<file path="config.mk">
export PLATFORM = sky130hd
export DESIGN_NAME = hpf_peak_detector
export DESIGN_NICKNAME = d
export VERILOG_FILES = /design/src/rtl/pkdet_pkg.sv /design/src/rtl/pkdet_ibi_counter.sv /design/src/rtl/hpf_peak_detector.sv
export SDC_FILE = /design/constraint.sdc
export NUM_CORES = 1
export LEC_CHECK = 0
export BUFFER_PORTS_ARGS = -buffer_cell sky130_fd_sc_hd__buf_2
export CORE_ASPECT_RATIO = 1.75
export CORE_MARGIN = 2
export CORE_UTILIZATION = 56
export DETAILED_ROUTE_END_ITERATION = 16
export PLACE_DENSITY = 0.76
export SLEW_MARGIN = 40
export SYNTH_ARGS = -nofsm -noshare
export SYNTH_HDL_FRONTEND = slang
export SYNTH_SLANG_ARGS = --single-unit
export TNS_END_PERCENT = 1
</file>
<file path="constraint.sdc">
create_clock -name clk -period 4.7 [get_ports clk]
set_input_delay 1.175 -clock clk [delete_from_list [all_inputs] [get_ports clk]]
set_output_delay 1.175 -clock clk [all_outputs]
set_load 0.01 [all_outputs]
</file>
<file path="src/rtl/pkdet_pkg.sv">
// rtl/pkdet_pkg.sv - shared state encoding, default tuning constants and width helper
// for the hpf_peak_detector slice.
package pkdet_pkg;

  typedef enum logic [1:0] {
    ST_SEARCH  = 2'd0,
    ST_TRACK   = 2'd1,
    ST_REFRACT = 2'd2
  } pkdet_state_e;

  localparam int DEF_THR_INIT     = 64;
  localparam int DEF_THR_MIN      = 16;
  localparam int DEF_REFRACT      = 50;
  localparam int DEF_DECAY_PERIOD = 32;

  // Largest value an unsigned counter of width w can hold.
  function automatic int unsigned sat_max(input int unsigned w);
    return (32'd1 << w) - 32'd1;
  endfunction

endpackage

</file>
<file path="src/rtl/pkdet_ibi_counter.sv">
// rtl/pkdet_ibi_counter.sv - saturating, clearable inter-beat sample counter.
module pkdet_ibi_counter
  import pkdet_pkg::*;
#(
  parameter int IBI_W = 12
) (
  input  logic             clk_i,
  input  logic             rst_i,
  input  logic             en_i,
  input  logic             clr_i,
  output logic [IBI_W-1:0] cnt_o,
  output logic             sat_o
);

  localparam logic [IBI_W-1:0] CntMax = IBI_W'(sat_max(IBI_W));

  logic [IBI_W-1:0] cnt_q, cnt_d;

  always_comb begin
    cnt_d = cnt_q;
    if (en_i) begin
      if (clr_i) begin
        cnt_d = '0;
      end else if (cnt_q != CntMax) begin
        cnt_d = cnt_q + IBI_W'(1);
      end
    end
  end

  always_ff @(posedge clk_i) begin
    if (rst_i) begin
      cnt_q <= '0;
    end else begin
      cnt_q <= cnt_d;
    end
  end

  assign cnt_o = cnt_q;
  assign sat_o = (cnt_q == CntMax);

endmodule

</file>
<file path="src/rtl/hpf_peak_detector.sv">
// rtl/hpf_peak_detector.sv - adaptive-threshold heartbeat peak detector with refractory window.
// Define HPF_PEAK_DETECTOR_PEAK_AMP_EN to add the peak_amp output.
module hpf_peak_detector
  import pkdet_pkg::*;
#(
  parameter int Width        = 10,
  parameter int IBI_W        = 12,
  parameter int THR_INIT     = DEF_THR_INIT,
  parameter int THR_MIN      = DEF_THR_MIN,
  parameter int REFRACT      = DEF_REFRACT,
  parameter int DECAY_PERIOD = DEF_DECAY_PERIOD
) (
  input  logic                    clk,
  input  logic                    rst,
  input  logic                    en,
  input  logic signed [Width-1:0] x_in,
  output logic                    beat,
  output logic [IBI_W-1:0]        ibi,
  output logic                    ibi_valid,
  output logic signed [Width-1:0] thr
`ifdef HPF_PEAK_DETECTOR_PEAK_AMP_EN
  ,
  output logic signed [Width-1:0] peak_amp
`endif
);

  localparam int DcW = $clog2(DECAY_PERIOD + 1);
  localparam int RcW = $clog2(REFRACT + 1);
  localparam logic signed [Width-1:0] ThrInit = Width'(THR_INIT);
  localparam logic signed [Width-1:0] ThrMin  = Width'(THR_MIN);
  localparam logic [IBI_W-1:0]        IbiMax  = IBI_W'(sat_max(IBI_W));

  pkdet_state_e            state_q, state_d;
  logic signed [Width-1:0] peak_q, peak_d;
  logic signed [Width-1:0] thr_q, thr_d;
  logic [DcW-1:0]          dec_q, dec_d;
  logic [RcW-1:0]          rc_q, rc_d;
  logic                    first_q, first_d;
  logic                    beat_q, beat_d;
  logic [IBI_W-1:0]        ibi_q, ibi_d;
  logic                    ibi_valid_q, ibi_valid_d;
  logic signed [Width-1:0] pamp_q, pamp_d;

  logic                    trigger;
  logic [IBI_W-1:0]        cnt;
  logic                    cnt_sat;
  logic [IBI_W-1:0]        ibi_next;
  logic signed [Width-1:0] peak_half;

  assign trigger   = en && (state_q == ST_TRACK) && (x_in <= thr_q);
  assign peak_half = peak_q >>> 1;
  // A count that already sits at, or would step onto, the ceiling reports the ceiling.
  assign ibi_next  = cnt_sat ? IbiMax : cnt + IBI_W'(1);

  pkdet_ibi_counter #(
    .IBI_W(IBI_W)
  ) u_ibi_counter (
    .clk_i(clk),
    .rst_i(rst),
    .en_i (en),
    .clr_i(trigger),
    .cnt_o(cnt),
    .sat_o(cnt_sat)
  );

  always_comb begin
    state_d     = state_q;
    peak_d      = peak_q;
    thr_d       = thr_q;
    dec_d       = dec_q;
    rc_d        = rc_q;
    first_d     = first_q;
    beat_d      = 1'b0;
    ibi_d       = ibi_q;
    ibi_valid_d = 1'b0;
    pamp_d      = pamp_q;
    if (en) begin
      case (state_q)
        ST_SEARCH: begin
          if (x_in > thr_q) begin
            state_d = ST_TRACK;
            peak_d  = x_in;
          end else if (dec_q == DcW'(DECAY_PERIOD - 1)) begin
            dec_d = '0;
            if (thr_q > ThrMin) thr_d = thr_q - Width'(1);
          end else begin
            dec_d = dec_q + DcW'(1);
          end
        end
        ST_TRACK: begin
          if (x_in > peak_q) peak_d = x_in;
          if (x_in <= thr_q) begin
            beat_d      = 1'b1;
            ibi_d       = ibi_next;
            ibi_valid_d = !first_q && (ibi_next != IbiMax);
            first_d     = 1'b0;
            thr_d       = (peak_half > ThrMin) ? peak_half : ThrMin;
            pamp_d      = peak_q;
            rc_d        = '0;
            state_d     = ST_REFRACT;
          end
        end
        ST_REFRACT: begin
          if (rc_q == RcW'(REFRACT - 1)) begin
            state_d = ST_SEARCH;
            dec_d   = '0;
          end else begin
            rc_d = rc_q + RcW'(1);
          end
        end
        default: state_d = ST_SEARCH;
      endcase
    end
  end

  always_ff @(posedge clk) begin
    if (rst) begin
      state_q     <= ST_SEARCH;
      peak_q      <= '0;
      thr_q       <= ThrInit;
      dec_q       <= '0;
      rc_q        <= '0;
      first_q     <= 1'b1;
      beat_q      <= 1'b0;
      ibi_q       <= '0;
      ibi_valid_q <= 1'b0;
      pamp_q      <= '0;
    end else begin
      state_q     <= state_d;
      peak_q      <= peak_d;
      thr_q       <= thr_d;
      dec_q       <= dec_d;
      rc_q        <= rc_d;
      first_q     <= first_d;
      beat_q      <= beat_d;
      ibi_q       <= ibi_d;
      ibi_valid_q <= ibi_valid_d;
      pamp_q      <= pamp_d;
    end
  end

  assign beat      = beat_q;
  assign ibi       = ibi_q;
  assign ibi_valid = ibi_valid_q;
  assign thr       = thr_q;
`ifdef HPF_PEAK_DETECTOR_PEAK_AMP_EN
  assign peak_amp  = pamp_q;
`endif

endmodule
</file>
---- Word-level counts from Yosys, hierarchy flattened ----
Cells that the tools add are included.
word-level totals
  flip-flop bits (word level) ............. 61
  latch bits .............................. 0
  memory bits (writable) .................. 0
  bits in read-only memories .............. 0
  bits of input ports ..................... 13
  output and inout bits ................... 24
  word-level logic and storage cells ...... 79
  memories kept ........................... 0
cells by class
  add/subtract/negate cells ............... 4
  $mul .................................... 0
  divide/modulo/power cells ............... 0
  order comparisons ....................... 5
  equality and inequality tests ........... 15
  shifts and indexed selects .............. 0
  multiplexer cells ....................... 24
  bitwise logic cells ..................... 3
  reductions and logical operators ........ 18
operator list
  operator                                             number
  2-to-1 mux 10 bit                                    7
  case mux 10 bit (2 select lines)                     2
  2-to-1 mux 12 bit                                    3
  2-to-1 mux 6 bit                                     5
  != test 12 bit, second input constant                2
  case mux 6 bit (2 select lines)                      2
  > comparator 10 bit                                  2
  AND reduction 4 bit                                  4
  adder 12 x 1 -> 12 bit, second input constant        1
  adder 6 x 1 -> 6 bit, second input constant          2
  equality test 12 bit, second input constant          1
  != test 2 bit, second input constant                 6
  > comparator 10 x 6 -> 1 bit, second input constant  1
  <= comparator 10 bit                                 1
  subtractor 10 x 2 -> 10 bit, second input constant   1
  > comparator 9 x 6 -> 1 bit, second input constant   1
  nonzero test 2 bit                                   4
  equality test 6 x 5 -> 1 bit, second input constant  1
  equality test 6 bit, second input constant           1
  2-to-1 mux 2 bit                                     3
  case mux 2 bit (3 select lines)                      1
  AND reduction 6 bit                                  1
  != test 2 x 1 -> 1 bit, second input constant        2
  OR reduction 4 bit                                   1
  10 further kinds                                     14

---- Depth between registers and ports, before layout ----
Gate-level depths: netlist of the first run.
  word-level depth ........................ 5
  gate-level depth with buffers ........... 10
  depth with buffers taken out ............ 8

---- Hierarchy ----
From an unflattened synthesis of the first run, not the netlist that was laid out.
second synthesis, totals
  cell total of the unflattened synthesis .. 483
  area total of the unflattened synthesis .. 3882.5 um^2
by module, submodules not included
  module             instances  cells an instance  area an instance (um^2)  seq. area each (um^2)
  hpf_peak_detector  1          395                3171.8                   980.9
  pkdet_ibi_counter  1          88                 710.7                    240.2

---- Worst setup path after synthesis of the first run ----
No wires, ideal clock.
  kind .................................... in2reg
  start ................................... input x_in[7]
  end ..................................... register thr_q[0] (netlist: thr[0])
  setup time .............................. 0.074 ns
  data arrival time ....................... 3.017 ns
  required time ........................... 4.626 ns
  setup slack ............................. 1.609 ns
  stages .................................. 7
  buffers on the path ..................... 0
  cells stage by stage .................... ha_1 -> a211oi_2 -> nor2_1 -> a2111oi_4 -> o2111ai_4 -> or4_1 -> a31oi_1
between the ends
  longest elaborated chain between the ends .. 3
  elaborated cells on any way between the ends .. 5
  those cells by class .................... 2 x order compare; 2 x eq/ne; 1 x reduce/logical
ends and longest elaborated chain
  what                                                                      line                                              source
  start: declaration                                                        hpf_peak_detector.sv:16                           input logic signed [Width-1:0] x_in,
  > comparator 10 bit / <= comparator 10 bit (equally long branches)        hpf_peak_detector.sv:80, hpf_peak_detector.sv:92
  != test 2 bit (no line) / != test 2 x 1 -> 1 bit (equally long branches)  n/a
  AND reduction 6 bit (no line) (*)                                         n/a
  end signal: assignment                                                    hpf_peak_detector.sv:120                          thr_q <= ThrInit;
  end signal: assignment                                                    hpf_peak_detector.sv:131                          thr_q <= thr_d;
  end: declaration                                                          hpf_peak_detector.sv:35                           logic signed [Width-1:0] thr_q, thr_d;
Mark *: on every way between the ends. The rest lies on a longest branch, timed or not.
A chain may end at the register's enable or synchronous reset.

---- Final worst setup path of the first run ----
Same ends and word-level chain as after synthesis.

==> metrics.txt, run 1 <==
outcome=finished clean; Routed Antenna Nets=0; slew margin rel.=53.2%; DRC=0; FP Rows=39; design area=4270 um^2; Pwr Total=between 1 and 1.5 mW; critical path depth=8; HPWL after DPL=about 7000 um; fin crit share=68.6%; peak supply drop=264 uV; combinational family with the most area after synthesis=simple AND/OR/NAND/NOR gates; RSZ-0062 raised after global routing=no; DP Area=3960 um^2; CTS tree=yes; asr flop ratio synth=0%; crit path time final=about 3.2 ns; CTS clk-pin slew, worst paths=roughly 0.060 ns; Inserted Clock Buffers=9; Initial Utilization=57.8%; setup bufs post-CTS=0; Die Span X=roughly 66 um; endpoint type of the worst setup path=register; CP Launch Point=x_in[7]; r2r endpoint=thr[0]; gp weighted congestion=0.902; Post-Syn Area=3750 um^2; Antenna diodes=0; Tot GR Track Use=28.8%; Synth area leaders=dfxtp_1 33%, ha_1 9.0%, nand2_1 5.8%; Fillers=roughly 560; Cell variety after synth=64; post-CTS sizing=0; Gate power share=13.8%; post-synthesis xor/xnor area fraction=4.20%; min-delay worst type=reg2reg; first-pass GRT wire length=roughly 16000 um; Worst Path Buf+Inv=1; vias per std cell=between 6 and 7; hold-fix buffers at CTS=0; share of cells above drive strength 1=about 16%; syn_nets=505; Worst Tran Pin Value=0.701 ns; Clock Path Buffers=2; critical path peak fanout=19; Sum Neg Setup Slack=0 ns; Worst R2R Path Depth=8; crit path cell chain=buf_2, ha_1, a211oi_2, nor2_1, a2111oi_4, o2111ai_4, or4_1, a31oi_1; area grow syn2layout=13.9%; Clk pwr share=a little under half; maxcap violations=0; Wirelength per Cell=between 15 and 20 um; Leakage Power=1.70 nW; total die area=between 7000 and 8000 um^2; delay-heaviest family, CP=compound AO/OA/AOI/OAI gates; vias in the first global route=approximately 3500; Port-buffer cells=36; Crit path arrival time=3.49 ns; Top FF cell, synth=dfxtp_1; DR vias=about 3600; Final nets=approximately 530; final hold vios=0; CP startpoint kind=input port; number of clock sinks=a little over 60; CP endpoint=thr[0]; CTS H-Tree Depth=3; pin count of the biggest net entering global routing=32; #FFs+latches synth=61; Boundary Pins=37; Synth Area in Simple Gates=24.2%; Core Area=around 6500 um^2; Hold WS=around 0.46 ns; Reg2Reg Setup Slack=approximately 1.9 ns; post-synthesis compound-gate area fraction=between 15 and 20%; worst path required time=4.96 ns; top cell type's share of synthesized area=32.6%; count leader, synth=dfxtp_1; Clock Latency Late Sink=about 0.33 ns; switching power=398 uW; post-synthesis mux area share=between 4 and 5%; Die Span Y=approximately 110 um; CP Class=in2reg; drt first pass iters=6; final WL=between 9000 and 10000 um; grt total ovfl=0; Seq/Total Area, Yosys=32.6%; Synth Area in Adders=9.01%; synth cell count leaders=61 x dfxtp_1, 58 x nand2_1, 49 x nor2_1; Slew Limit Fails=0; clock skew=0.00658 ns; Crit Reg-Reg Startpoint=thr[9]; Syn. warnings=0; post-synthesis instance total=465; pwr/cell area=332 nW/um^2; number of synthesized flops with an enable pin=0; root buffer cell=clkbuf_16; final setup fails=0; fmax=310 MHz; Net Sw Frac=28.0%; Max stage delay cell, worst path=a2111oi_4; initial antenna violation count=0; register share of total power=39.3%; cell taking the most area after synthesis=dfxtp_1; Crit path largest cell delay=~0.53 ns; DRT iter0 DRCs=286; average cell area after synthesis=8.07 um^2; Int Power=slightly above 1 mW
==> flip-flops by register name (all words and copies together) (netlist names) <==
| register | flops |
|---|---|
| rc_q | 6 |
| beat | 1 |
| state_q | 2 |
| u_ibi_counter.cnt_o | 12 |
| first_q | 1 |
| ibi_valid | 1 |
| peak_q | 10 |
| ibi | 12 |
| thr | 10 |
| dec_q | 6 |
==> cell usage in the layout, fill, tap and decap left out, types with 4 or more instances in the layout <==
cell type and instances:
dfxtp_1 61, nand2_1 58, nor2_1 49, buf_2 36, inv_1 31, ha_1 27, a21oi_1 23, o21ai_0 20
nand3_1 15, xor2_1 14, mux2i_1 13, nand4_1 12, nor3_1 10, or3_1 9, clkbuf_16 9, a31oi_1 8
a311oi_1 7, o211ai_1 6, or2_2 5, nor2b_1 5, a32oi_1 4, xnor2_1 4
==> layout make-up <==
type                    instances  area, um^2  share of cell area, %
well taps                      82         103                   2.40
clock inverters                 7        75.1                   1.76
clock buffers                   9         225                   5.27
inverters                      32         120                   2.81
repair buffers                 39         203                   4.74
multi-input cells             350        2330                   54.4
flip-flops and latches         61        1220                   28.6
==> per-stage QoR <==
step                utilization (%)  cells  setup WS (ns)
floorplan                         -    465           1.61
global placement               61.0    564           1.14
detailed placement             61.1    564           1.09
CTS                            65.7    580           1.43
global route                   65.8    580           1.32
finish                         65.8    580           1.47
==> layer usage <==
layer	global-route usage, %	up-vias	share of wire [%]
met4	19.2	0	6.3
met3	5.41	43	4.6
met1	30.4	1683	37
met5	0	-	0
met2	50.0	113	52
li1	-	1725	-
==> worst min path at each step <==
stage | end | from | cells after the start
2_1_floorplan | ibi_valid | first_q | 1
3_3_place_gp | ibi[11] | ibi[11] | 2
3_5_place_dp | first_q | first_q | 2
4_1_cts | ibi[11] | ibi[11] | 2
5_1_grt | ibi[11] | ibi[11] | 2
6_report | first_q | first_q | 2
==> cell families after synthesis <==
family          Yosys count
simple gates            187
fa+ha+maj                27
buf+inv                  54
mux                      16
flops                    61
xor+xnor                 18
compound gates          102
==> worst register-to-register path, cell delays in order (launching register included) <==
cell and delay [ns]:
dfxtp_1 0.43, inv_1 0.12, ha_1 0.45, nand4_2 0.18, or3_1 0.44, nand2_1 0.19, o2111ai_4 0.30, or4_1 0.48
a31oi_1 0.17
==> power by group through the flow <==
stage	sequential, mW	clock, mW	combinational (mW)
after floorplan	0.563	0	0.140
after global placement	0.567	0	0.187
after detailed placement	0.568	0	0.191
after CTS	0.557	0.674	0.194
after global routing	0.559	0.694	0.220
final	0.557	0.667	0.195
Note: power is estimated with default switching activity, not from simulation.
==> inputs of run 2 (changes only) <==
--- a/config.mk
+++ b/config.mk
@@ -8,9 +8,9 @@
 export BUFFER_PORTS_ARGS = -buffer_cell sky130_fd_sc_hd__buf_2
 export CORE_ASPECT_RATIO = 1.75
 export CORE_MARGIN = 2
-export CORE_UTILIZATION = 56
+export CORE_UTILIZATION = 54
 export DETAILED_ROUTE_END_ITERATION = 16
-export PLACE_DENSITY = 0.76
+export PLACE_DENSITY = 0.77
 export SLEW_MARGIN = 40
 export SYNTH_ARGS = -nofsm -noshare
 export SYNTH_HDL_FRONTEND = slang
==> constraint.sdc (replaced) <==
create_clock -name clk -period 2.7 [get_ports clk]
set_input_delay 0.675 -clock clk [delete_from_list [all_inputs] [get_ports clk]]
set_output_delay 0.675 -clock clk [all_outputs]
set_load 0.01 [all_outputs]
==> run 2 against run 1 <==
  * Flip-flop and latch count unchanged
  * Total power up 92%
  * Clock skew down 0.0017 ns
  * Final area up 6.5%
  * Sequential share of layout area down 1.7 points
  * Final cell count up 5.5%
  * Sequential power up 74%
  * Critical path type unchanged
  * Largest power group unchanged
==> metrics.txt, run 2 (same netlist as run 1, synthesis figures left out) <==
vias per std cell=6.02 (-2.0%); grt total ovfl=0 (unchanged); CP startpoint kind=input port; HPWL after DPL=7420 um (+6.4%); initial antenna violation count=0 (unchanged); first-pass GRT wire length=16400 um (-0.33%); clock skew=0.00489 ns (-0.00169 ns); Worst Tran Pin Value=0.566 ns (-0.135 ns); Crit path arrival time=2.90 ns (-0.59 ns); final setup fails=0 (unchanged); pin count of the biggest net entering global routing=28 (-13%); Die Span Y=114 um (+1.8%); peak supply drop=426 uV (+62%); RSZ-0062 raised after global routing=no; root buffer cell=clkbuf_16; Initial Utilization=55.1% (-2.7 points); CP Class=in2reg; CTS tree=yes; FP Rows=40 (+2.6%); vias in the first global route=3668 (+4.4%); leading cell type in the layout, fill and taps excluded=dfxtp_1; worst path required time=2.96 ns (-2.00 ns); Wirelength per Cell=16.5 um (-2.2%); Die Span X=67.0 um (+1.7%); Leakage Power=1.87 nW (+10%); most frequent cells in the layout=61 x dfxtp_1, 58 x nand2_1, 49 x nor2_1; crit path time final=2.64 ns; Core Area=6810 um^2 (+4.9%); Non-Filler Instances=612 (+5.5%); Routed Antenna Nets=0 (unchanged); slew margin rel.=62.1% (+8.9 points); CTS H-Tree Depth=3 (unchanged); delay-heaviest family, CP=buffers and inverters; crit path cell chain=buf_2, buf_4, ha_1, nor4b_1, o211ai_1, buf_4, nor2_1, nand2_1, a31oi_1, buf_4, mux2i_1; DRT iter0 DRCs=322 (+13%); Inserted Clock Buffers=9 (unchanged); post-CTS sizing=0 (unchanged); Sum Neg Setup Slack=0 ns (unchanged); area grow syn2layout=21.3%; Crit path largest cell delay=0.42 ns (-0.11 ns); critical path peak fanout=5 (-14); Slew Limit Fails=0 (unchanged); Clock Latency Late Sink=0.34 ns (about the same); endpoint type of the worst setup path=register; Max stage delay cell, worst path=nor4b_1; maxcap violations=0 (unchanged); placed cells=595 (+5.5%); most repeated library cell on the critical path=buf_4; min-delay worst type=reg2reg; DR vias=3684 (+3.4%); drt first pass iters=6 (unchanged); final worst slack=0.0628 ns (-1.41 ns); DRC=0 (unchanged); Clock Path Buffers=2 (unchanged); pwr/cell area=599 nW/um^2 (+80%); Antenna diodes=0 (unchanged); gp weighted congestion=0.870 (-3.5%); outcome=finished clean; fin crit share=between 90% and 100%; Boundary Pins=37 (unchanged); final hold vios=0 (unchanged); share of cells above drive strength 1=20.5% (+4.6 points); fmax=379 MHz; total die area=7660 um^2 (+3.5%); number of clock sinks=61 (unchanged); DP Worst Slack=-0.172 ns (-1.26 ns); final WL=10100 um (+3.2%); Tot GR Track Use=28.0% (-0.76 points); Worst Path Buf+Inv=4 (+3); CTS clk-pin slew, worst paths=0.05 ns (about the same); Final nets=563 (+5.6%); Port-buffer cells=36 (unchanged)
-- run 2: area by class of cell --
type | count | area [um^2]
multi-input cells | 350 | 2320
fillers | 578 | 2260
flip-flops and latches | 61 | 1220
repair buffers | 69 | 428
clock buffers | 11 | 253
inverters | 32 | 120
clock inverters | 5 | 106
well taps | 84 | 105
-- run 2: stage by stage --
| stage | area, um^2 | power, mW | utilization (%) | hold slack, ns |
|---|---|---|---|---|
| floorplan | 3750 | 1.22 | - | 0.406 |
| global placement | 4180 | 1.35 | 61.4 | 0.429 |
| detailed placement | 4180 | 1.36 | 61.5 | 0.430 |
| CTS | 4540 | 2.73 | 66.7 | 0.443 |
| global route | 4550 | 2.82 | 66.8 | 0.461 |
| finish | 4550 | 2.73 | 66.8 | 0.445 |
-- run 2: what timing repair did --
action                                  CTS  global route
endpoints found under the setup margin    0            10
buffers inserted                          0             1
endpoints found under the hold margin     0             0
hold buffers                              0             0
-- run 2: report_power, final --
part | internal [mW] | switching [mW]
logic | 0.157 | 0.226
clock network | 0.952 | 0.421
registers | 0.934 | 0.0363
-- run 2: tightest hold or removal path, cell delays in order (launching register included) --
cell and delay [ns]:
dfxtp_1 0.31, nand2_1 0.05, nand2_1 0.04
-- run 2: per-layer routing --
layer / track usage, % / routed length [um] / vias to the layer above
met5: 0 / 0 / -
met4: 20.0 / 522 / 0
met3: 6.78 / 419 / 41
met2: 49.2 / 5420 / 120
met1: 27.4 / 3710 / 1737
li1: - / - / 1786
-- run 2: worst paths after layout --
path	cells past startpoint	to	slack [ns]	start
worst max register to register	9	dec_q[2]	0.11	thr[3]
worst min register to register	2	first_q	0.44	first_q
worst max-delay path	11	peak_q[3]	0.06	x_in[9]
worst min-delay path	2	first_q	0.44	first_q
==> inputs of run 3 (changes only) <==
--- a/config.mk
+++ b/config.mk
@@ -8,9 +8,9 @@
 export BUFFER_PORTS_ARGS = -buffer_cell sky130_fd_sc_hd__buf_2
 export CORE_ASPECT_RATIO = 1.75
 export CORE_MARGIN = 2
-export CORE_UTILIZATION = 54
+export CORE_UTILIZATION = 46
 export DETAILED_ROUTE_END_ITERATION = 16
-export PLACE_DENSITY = 0.77
+export PLACE_DENSITY = 0.67
 export SLEW_MARGIN = 40
 export SYNTH_ARGS = -nofsm -noshare
 export SYNTH_HDL_FRONTEND = slang
==> run 3 against run 2 <==
  * First-iteration DRC count down 42%
  * Combinational power fell by 2%
  * Highest routed layer unchanged
  * Hold slack better by 0.0016 ns
  * Critical path depth down 1
  * Largest cell class unchanged
  * Flip-flop and latch count stayed put
  * Wire length is 1.4% lower
  * Total power shrank 8.6%
  * Global-route usage fell by 4.4 points
  * Critical endpoint is now dec_q[3]
==> metrics.txt, run 3 (same netlist as run 1, synthesis figures left out) <==
fin util=57.2% (-9.7 points); leading cell type in the layout, fill and taps excluded=dfxtp_1; Antenna diodes=0 (unchanged); Crit path arrival time=2.76 ns (-0.14 ns); total die area=8920 um^2 (+17%); CTS clk-pin slew, worst paths=0.05 ns (about the same); number of clock sinks=61 (unchanged); Net Sw Frac=26.6% (+1.6 points); Routed Antenna Nets=0 (unchanged); RSZ-0062 raised after global routing=no; final setup fails=0 (unchanged); DR vias=3571 (-3.1%); crit path time final=2.52 ns (-0.117 ns); most frequent cells in the layout=61 x dfxtp_1, 58 x nand2_1, 49 x nor2_1; grt total ovfl=0 (unchanged); share of cells above drive strength 1=20.7% (+0.22 points); slew margin rel.=61.8% (-0.36 points); Inserted Clock Buffers=9 (unchanged); HPWL after DPL=7650 um (+3.1%); min-delay worst type=reg2reg; Final nets=567 (+0.71%); Crit Reg-Reg Startpoint=thr[2]; fmax=397 MHz (+4.6%); Non-Filler Instances=622 (+1.6%); Tot GR Track Use=23.6% (-4.4 points); Core Area=7910 um^2 (+16%); Die Span Y=123 um (+8.1%); clock skew=0.00507 ns (+0.000181 ns); most repeated library cell on the critical path=buf_4; area grow syn2layout=20.5%; pwr/cell area=551 nW/um^2 (-8.0%); peak supply drop=393 uV (-7.7%); Max stage delay cell, worst path=dfxtp_1; CP startpoint kind=register; switching power=663 uW (-2.9%); Clk pwr share=46.0% (-4.4 points); Clock Latency Late Sink=0.34 ns (about the same); outcome=finished clean; Leakage Power=1.87 nW (-0.31%); Int Power=1.83 mW (-11%); post-CTS sizing=0 (unchanged); final WL=9930 um (-1.4%); final hold vios=0 (unchanged); maxcap violations=0 (unchanged); DRT iter0 DRCs=188 (-42%); Die Span X=72.3 um (+7.8%); critical path peak fanout=6 (+1); Fillers=720 (+25%); Worst Tran Pin Value=0.571 ns (+0.00531 ns); pin count of the biggest net entering global routing=28 (unchanged); gp weighted congestion=0.883 (+1.6%); origin of the worst min-delay path=first_q; initial antenna violation count=0 (unchanged); vias in the first global route=3585 (-2.3%); CP Class=reg2reg; setup bufs post-CTS=0 (unchanged); worst path required time=2.94 ns (-0.02 ns); Gate power share=15.1% (+1.0 points); CTS H-Tree Depth=3 (unchanged); CTS tree=yes; FP Rows=43 (+7.5%); endpoint type of the worst setup path=register; Clock Path Buffers=2 (unchanged); drt first pass iters=4 (-2); fin crit share=93.4% (-4.3 points); root buffer cell=clkbuf_16; Wirelength per Cell=16.0 um (-3.0%); vias per std cell=5.74 (-4.6%); CP Launch Point=thr[2]; first-pass GRT wire length=16200 um (-1.4%); Sum Neg Setup Slack=0 ns (unchanged); crit path cell chain=inv_1, ha_1, nand4_1, a211oi_2, a2111oi_4, buf_4, o311ai_2, buf_4, o211ai_1, o41ai_1; Crit path largest cell delay=0.42 ns (about the same); Initial Utilization=47.4% (-7.7 points); register share of total power=38.9% (+3.3 points); DRC=0 (unchanged); placed cells=606 (+1.8%); Slew Limit Fails=0 (unchanged); Port-buffer cells=36 (unchanged); hold-fix buffers at CTS=0 (unchanged); Boundary Pins=37 (unchanged)
[run 3: power groups by stage]
stage / Clock, mW / Sequential, mW / Combinational [mW]
global placement: 0 / 0.986 / 0.370
global route: 1.20 / 0.972 / 0.420
CTS: 1.17 / 0.968 / 0.379
floorplan: 0 / 0.979 / 0.244
detailed placement: 0 / 0.987 / 0.376
finish: 1.15 / 0.968 / 0.377
[run 3: final cells by class]
| type | count | area [um^2] | share of cell area [%] |
|---|---|---|---|
| tap | 90 | 113 | 2.49 |
| timing repair buffer | 73 | 458 | 10.1 |
| sequential | 61 | 1220 | 27.0 |
| inverter | 32 | 120 | 2.66 |
| clock buffer | 12 | 246 | 5.45 |
| multi-input combinational | 350 | 2320 | 51.2 |
| clock inverter | 4 | 47.5 | 1.05 |
[run 3: critical path: cells and delay by family, from the launching register on]
| family | cells | cell delay (ns) |
|---|---|---|
| and+or+nand+nor | 1 | 0.15 |
| DFF | 1 | 0.42 |
| adders and majority gates | 1 | 0.29 |
| buffers and inverters | 3 | 0.50 |
| AOI/OAI and AO/OA | 5 | 1.06 |
[run 3: through the flow]
stage,worst slack [ns],power (mW),instance area [um^2],hold WS (ns)
global placement,-0.0797,1.36,4230,0.436
finish,0.179,2.49,4520,0.446
CTS,0.184,2.51,4520,0.451
global route,0.0212,2.59,4520,0.462
floorplan,0.109,1.22,3750,0.406
detailed placement,-0.134,1.36,4230,0.442
[run 3: path summary, 6_finish.rpt]
check | slack, ns | to | cells after the start
max | 0.18 | dec_q[3] | 10
min | 0.45 | first_q | 2
max reg2reg | 0.18 | dec_q[3] | 10
min reg2reg | 0.45 | first_q | 2
[run 3: routing by layer]
| layer | global-route usage [%] | share of wire, % | vias to the layer above |
|---|---|---|---|
| li1 | - | - | 1787 |
| met1 | 23.1 | 37 | 1661 |
| met2 | 43.3 | 54 | 83 |
| met3 | 2.93 | 2.9 | 40 |
| met4 | 18.6 | 6.4 | 0 |
| met5 | 0 | 0 | - |
